File: config.mk
export PLATFORM = sky130hd
export DESIGN_NAME = multicycle_ctrl
export DESIGN_NICKNAME = d
export VERILOG_FILES = /design/src/rtl/multicycle_ctrl_pkg.sv /design/src/rtl/multicycle_ctrl_decode.sv /design/src/rtl/multicycle_ctrl.sv
export SDC_FILE = /design/constraint.sdc
export NUM_CORES = 1
export LEC_CHECK = 0
export CAP_MARGIN = 10
export CORE_MARGIN = 2
export CORE_UTILIZATION = 30
export DETAILED_ROUTE_END_ITERATION = 16
export GPL_ROUTABILITY_DRIVEN = 0
export PLACE_DENSITY = 0.67
export RECOVER_POWER = 100
export SLEW_MARGIN = 5
export SYNTH_ARGS = -nofsm -noshare
export SYNTH_HDL_FRONTEND = slang
export SYNTH_SLANG_ARGS = --single-unit
File: constraint.sdc
create_clock -name clk -period 3.01 [get_ports clk]
set_clock_uncertainty 0.05 [all_clocks]
set_input_delay 0.602 -clock clk [delete_from_list [all_inputs] [get_ports clk]]
set_output_delay 0.602 -clock clk [all_outputs]
set_load 0.005 [all_outputs]
File: src/rtl/multicycle_ctrl_pkg.sv
// Shared encodings for the RV32I multicycle control path: states, opcodes, instruction
// classes and the ALU/writeback/PC select codes that the datapath muxes decode.
package multicycle_ctrl_pkg;

  typedef enum logic [2:0] {
    ST_FETCH  = 3'd0,
    ST_DECODE = 3'd1,
    ST_EXEC   = 3'd2,
    ST_MEM    = 3'd3,
    ST_WB     = 3'd4,
    ST_TRAP   = 3'd5
  } state_t;

  typedef enum logic [3:0] {
    CLS_ALU     = 4'd0,
    CLS_LOAD    = 4'd1,
    CLS_STORE   = 4'd2,
    CLS_BRANCH  = 4'd3,
    CLS_JAL     = 4'd4,
    CLS_JALR    = 4'd5,
    CLS_LUI     = 4'd6,
    CLS_AUIPC   = 4'd7,
    CLS_ILLEGAL = 4'd8
  } class_t;

  localparam logic [6:0] OPC_OP     = 7'b0110011;
  localparam logic [6:0] OPC_OP_IMM = 7'b0010011;
  localparam logic [6:0] OPC_LOAD   = 7'b0000011;
  localparam logic [6:0] OPC_STORE  = 7'b0100011;
  localparam logic [6:0] OPC_BRANCH = 7'b1100011;
  localparam logic [6:0] OPC_JAL    = 7'b1101111;
  localparam logic [6:0] OPC_JALR   = 7'b1100111;
  localparam logic [6:0] OPC_LUI    = 7'b0110111;
  localparam logic [6:0] OPC_AUIPC  = 7'b0010111;

  localparam logic [2:0] ALU_ADD  = 3'd0;
  localparam logic [2:0] ALU_SUB  = 3'd1;
  localparam logic [2:0] ALU_SLT  = 3'd2;
  localparam logic [2:0] ALU_SLTU = 3'd3;
  localparam logic [2:0] ALU_FUNC = 3'd4;
  localparam logic [2:0] ALU_BR   = 3'd5;

  localparam logic [2:0] WB_ALU  = 3'd0;
  localparam logic [2:0] WB_LOAD = 3'd1;
  localparam logic [2:0] WB_PC4  = 3'd2;
  localparam logic [2:0] WB_IMM  = 3'd3;

  localparam logic [2:0] PC_PLUS4  = 3'd0;
  localparam logic [2:0] PC_TARGET = 3'd1;
  localparam logic [2:0] PC_JALR   = 3'd2;

endpackage

File: src/rtl/multicycle_ctrl_decode.sv
// Combinational opcode classifier; anything not in the RV32I base opcode map is illegal.
module multicycle_ctrl_decode
  import multicycle_ctrl_pkg::*;
(
  input  logic [6:0] opcode,
  output logic [3:0] cls
);

  always_comb begin
    cls = CLS_ILLEGAL;
    case (opcode)
      OPC_OP, OPC_OP_IMM: cls = CLS_ALU;
      OPC_LOAD:           cls = CLS_LOAD;
      OPC_STORE:          cls = CLS_STORE;
      OPC_BRANCH:         cls = CLS_BRANCH;
      OPC_JAL:            cls = CLS_JAL;
      OPC_JALR:           cls = CLS_JALR;
      OPC_LUI:            cls = CLS_LUI;
      OPC_AUIPC:          cls = CLS_AUIPC;
      default:            cls = CLS_ILLEGAL;
    endcase
  end

endmodule

File: src/rtl/multicycle_ctrl.sv
// Main FETCH/DECODE/EXEC/MEM/WB sequencer of the RV32I multicycle core.
// Define CTRL_ILLEGAL_TRAP_EN to trap on unknown opcodes instead of retiring them as NOPs.
module multicycle_ctrl
  import multicycle_ctrl_pkg::*;
#(
  parameter logic [2:0] RESET_STATE = 3'd0
) (
  input  logic        clk,
  input  logic        rst,
  input  logic [31:0] instr,
  input  logic        mem_ready,
  input  logic        br_taken,
  output logic        mem_re,
  output logic        mem_we,
  output logic        iord_sel,
  output logic        ir_we,
  output logic        ab_we,
  output logic        reg_we,
  output logic        pc_we,
  output logic [2:0]  pc_sel,
  output logic        alu_a_sel,
  output logic        alu_b_sel,
  output logic [2:0]  alu_ctl,
  output logic [2:0]  wb_sel,
  output logic        illegal
);

  state_t     state_reg, state_next;
  logic [6:0] opcode_reg;
  logic [3:0] cls_bits;
  class_t     cls;

  logic mem_re_c, mem_we_c, ir_we_c, ab_we_c, reg_we_c, pc_we_c;

  // Only the opcode field is held; the datapath keeps the full IR.
  logic unused_instr;
  assign unused_instr = ^instr[31:7];

  multicycle_ctrl_decode u_decode (
    .opcode (opcode_reg),
    .cls    (cls_bits)
  );
  assign cls = class_t'(cls_bits);

  always_ff @(posedge clk or posedge rst) begin
    if (rst) begin
      state_reg  <= state_t'(RESET_STATE);
      opcode_reg <= 7'd0;
    end else begin
      state_reg <= state_next;
      if (ir_we_c) opcode_reg <= instr[6:0];
    end
  end

  always_comb begin
    state_next = state_reg;
    mem_re_c   = 1'b0;
    mem_we_c   = 1'b0;
    ir_we_c    = 1'b0;
    ab_we_c    = 1'b0;
    reg_we_c   = 1'b0;
    pc_we_c    = 1'b0;
    iord_sel   = 1'b0;
    pc_sel     = PC_PLUS4;
    alu_a_sel  = 1'b0;
    alu_b_sel  = 1'b0;
    alu_ctl    = ALU_ADD;
    wb_sel     = WB_ALU;
    case (state_reg)
      ST_FETCH: begin
        mem_re_c = 1'b1;
        if (mem_ready) begin
          ir_we_c    = 1'b1;
          state_next = ST_DECODE;
        end
      end
      ST_DECODE: begin
        ab_we_c    = 1'b1;
        state_next = ST_EXEC;
      end
      ST_EXEC: begin
        case (cls)
          CLS_ALU: begin
            alu_ctl    = ALU_FUNC;
            alu_b_sel  = (opcode_reg == OPC_OP_IMM);
            state_next = ST_WB;
          end
          CLS_LOAD, CLS_STORE: begin
            alu_b_sel  = 1'b1;
            state_next = ST_MEM;
          end
          CLS_LUI, CLS_JAL, CLS_JALR: state_next = ST_WB;
          CLS_AUIPC: begin
            alu_a_sel  = 1'b1;
            alu_b_sel  = 1'b1;
            state_next = ST_WB;
          end
          CLS_BRANCH: begin
            alu_ctl    = ALU_BR;
            pc_we_c    = 1'b1;
            pc_sel     = br_taken ? PC_TARGET : PC_PLUS4;
            state_next = ST_FETCH;
          end
          default: begin
`ifdef CTRL_ILLEGAL_TRAP_EN
            state_next = ST_TRAP;
`else
            pc_we_c    = 1'b1;
            state_next = ST_FETCH;
`endif
          end
        endcase
      end
      ST_MEM: begin
        iord_sel = 1'b1;
        if (cls == CLS_LOAD) mem_re_c = 1'b1;
        else                 mem_we_c = 1'b1;
        if (mem_ready) begin
          if (cls == CLS_LOAD) begin
            state_next = ST_WB;
          end else begin
            pc_we_c    = 1'b1;
            state_next = ST_FETCH;
          end
        end
      end
      ST_WB: begin
        reg_we_c   = 1'b1;
        pc_we_c    = 1'b1;
        state_next = ST_FETCH;
        case (cls)
          CLS_LOAD: wb_sel = WB_LOAD;
          CLS_LUI:  wb_sel = WB_IMM;
          CLS_JAL: begin
            wb_sel = WB_PC4;
            pc_sel = PC_TARGET;
          end
          CLS_JALR: begin
            wb_sel = WB_PC4;
            pc_sel = PC_JALR;
          end
          default:  wb_sel = WB_ALU;
        endcase
      end
      ST_TRAP:  state_next = ST_TRAP;
      default:  state_next = ST_FETCH;
    endcase
  end

  // Strobes are masked by rst so an aborted instruction issues nothing more.
  assign mem_re = mem_re_c & ~rst;
  assign mem_we = mem_we_c & ~rst;
  assign ir_we  = ir_we_c  & ~rst;
  assign ab_we  = ab_we_c  & ~rst;
  assign reg_we = reg_we_c & ~rst;
  assign pc_we  = pc_we_c  & ~rst;

`ifdef CTRL_ILLEGAL_TRAP_EN
  logic illegal_reg;
  always_ff @(posedge clk or posedge rst) begin
    if (rst)                                        illegal_reg <= 1'b0;
    else if (state_reg == ST_EXEC && cls == CLS_ILLEGAL) illegal_reg <= 1'b1;
  end
  assign illegal = illegal_reg;
`else
  assign illegal = 1'b0;
`endif

endmodule

==> impl_metrics.csv <==
group,metric,value,unit
status,status,"finished, final reports clean",
synthesis,synth-seq-cells,10,
setup_path,cp.arrival,2210,ps
place,numPortBuffers,25,
clocking,tritoncts,"yes",
detailed_routing,wl,1790,µm
global_route,antenna_found_initial,0,
synthesis,synthCells,87,
timing,slew_violations,0,
place,hpwl,1360,µm
clocking,path_clk_slew,60,ps
setup_path,worstSetupPathType,"in -> out",
timing,timing.hold.ws,510,ps
layout,drive_above_1_share,15.2,%
synthesis,synth_top_area_cell,"dfrtp_1",
timing,fmax,349,MHz
floorplanning,ios,55,
synthesis,synth_top_family_by_area,"simple AND/OR/NAND/NOR gates",
timing,tightest_slew,550,ps
power_and_ir_drop,vdd_ir_drop_max,0.398,mV
detailed_routing,vias,726,
layout,diodes,0,
floorplanning,rows,18,
floorplanning,start_util,31.9,%
clocking,holdBufCountCts,0,
layout,nFillCells,254,
synthesis,muxShareOfSynthArea,9.97,%
synthesis,synth_area,791,µm²
clocking,h-tree-depth,1,
setup_path,critPathLaunchType,"primary input",
global_route,grt_max_degree,14,
global_route,grt_pass1_vias,707,
synthesis,netlist_top_cells_area,"dfrtp_1, mux2_2, buf_4",
timing,setup-tns-final,0,ps
clocking,numCtsBuffers,3,
layout,syn2layout_area_growth,32.8,%
power_and_ir_drop,power_density,693,nW/µm²
setup_path,required,2360,ps
detailed_routing,via_per_inst,5.11,
power_and_ir_drop,power_leakage,0.418,nW
synthesis,synth-simple-area-share,31.2,%
synthesis,synth_top_area_share,31.6,%
layout,largest_reg_flops,7,
synthesis,yosysWarnings,0,
floorplanning,die_x,55.3,µm
synthesis,ys_types,40,
detailed_routing,drtIter0Drc,28,
synthesis,synth_compound_area_share,16.8,%
global_route,grt_util_all_layers,12.4,%
timing,setup_violations,0,
place,placed_area,1030,µm²
synthesis,async_reset_ff_share,100,%
worst_hold_path,hp-class,"reg -> reg",
detailed_routing,drt-wirelength-per-cell,12.6,µm
timing,fin_crit_sh,95.2,%
flow_run,drv_cap,0,
clocking,clock_tree.root_cell,"clkbuf_4",
layout,final_area,1050,µm²
synthesis,synth_edf_count,0,
timing,rsz0062_at_grt,"no",
setup_path,critPathCaptureType,"primary output",
floorplanning,core_area,2480,µm²
detailed_routing,drcViolationCount,0,
global_route,grt.overflow.total,0,
floorplanning,die_h,55.3,µm
global_route,grt_pass1_wl,3220,µm
layout,postLayoutCoreUtil,42.4,%
clocking,clockBufferDepth,2,
layout,fin_nets,150,
timing,slew_headroom,63.3,%
timing,fin_crit,2870,ps
synthesis,yosysSeqAreaShare,31.6,%
synthesis,synth_fa_ha_area_share,0,%
detailed_routing,ant_nets,0,
power_and_ir_drop,power,0.728,mW
clocking,clk_latency,260,ps
timing,hold_viol_final,0,
detailed_routing,dr.pass1.iters,4,
setup_path,path_max_fanout,5,
floorplanning,dieArea,3060,µm²
synthesis,synth_xor_area_share,0,%
synthesis,ys.flop_type,"dfrtp_1",
synthesis,synth_area_per_cell,9.09,µm²
clocking,clkSinkCount,10,
[layer usage]
| layer | share of wire, % | GRT usage [%] | vias to the layer above | wire length, µm |
|---|---|---|---|---|
| li1 | - | - | 365 | - |
| met1 | 47 | 16.8 | 337 | 851 |
| met2 | 47 | 20.7 | 24 | 845 |
| met3 | 5.4 | 2.58 | 0 | 97 |
| met4 | 0 | 2.09 | 0 | 0 |
| met5 | 0 | 0 | - | 0 |
[stage by stage]
step	setup slack, ps	std cells
final	144	142
after global routing	8.29	142
after CTS	102	140
after detailed placement	229	137
after global placement	236	137
after floorplan	1110	90
[cells in the mapped netlist (2+ instances only)]
cell type,number
buf_4,4
nand2_1,5
a21oi_1,2
dfrtp_1,10
mux2_2,7
o41ai_1,2
a31oi_1,2
nor2_1,6
nor3_1,4
nand3_1,4
a2111oi_0,2
nand2b_1,3
nand3b_1,2
inv_1,2
buf_2,3
buf_6,2
nor2b_1,4
[power by group]
part / total [mW] / leakage [nW] / switching [mW] / internal, mW
sequential: 0.322 / 0.120 / 0.126 / 0.196
clock: 0.0890 / 0.0138 / 0.0430 / 0.0460
combinational: 0.317 / 0.285 / 0.132 / 0.185
[path summary, 6_finish.rpt]
kind                          startpoint             to  slack (ps)  depth (start not counted)
max in group asynchronous            rst   state_reg[1]        1530                          3
min in group asynchronous            rst   state_reg[2]         980                          3
hold reg to reg            opcode_reg[3]  opcode_reg[3]         510                          1
setup reg to reg            state_reg[0]  opcode_reg[4]        1220                          3
hold / removal             opcode_reg[3]  opcode_reg[3]         510                          1
setup / recovery               mem_ready          ir_we         140                          4
[kinds of logic (layout without fill, tap and decap cells)]
group           count (synthesis)  count (layout)
buf+inv                        12              34
other cells                     1               4
simple gates                   39              39
compound gates                 18              18
flops                          10              10
mux                             7               7
[worst max-delay path: stages]
cell,delay (ps)
dlygate4sd3_1,630
nor4b_1,310
and2_0,170
clkdlybuf4s50_1,500
[cells in the final DEF (no fill, tap or decap), types with 2 or more instances in the layout]
cell type	Yosys	layout
nand3b_1	2	2
nand3_1	4	4
conb_1	1	4
a21oi_1	2	2
nor3_1	4	4
clkbuf_1	1	2
dlygate4sd3_1	0	11
inv_1	2	2
o41ai_1	2	2
nor2b_1	4	4
clkbuf_4	0	3
a2111oi_0	2	2
dfrtp_1	10	9
buf_4	4	2
mux2_2	7	7
nor2_1	6	6
clkdlybuf4s50_1	0	14
nand2b_1	3	3
a31oi_1	2	2
nand2_1	5	5
[timing repair]
item | CTS | global route
setup buffers | 0 | 2
setup endpoints to repair | 0 | 2
resized for setup | 0 | 2
endpoints found under the hold margin | 0 | 0
[layout make-up]
type / count / area (µm²) / share of cell area (%)
well taps: 30 / 37.5 / 3.58
clock buffers: 3 / 22.5 / 2.15
multi-input cells: 68 / 458 / 43.6
inverters: 2 / 7.51 / 0.715
flip-flops and latches: 10 / 251 / 24.0
repair buffers: 29 / 273 / 26.0
Note: power is estimated with default switching activity, not from simulation.
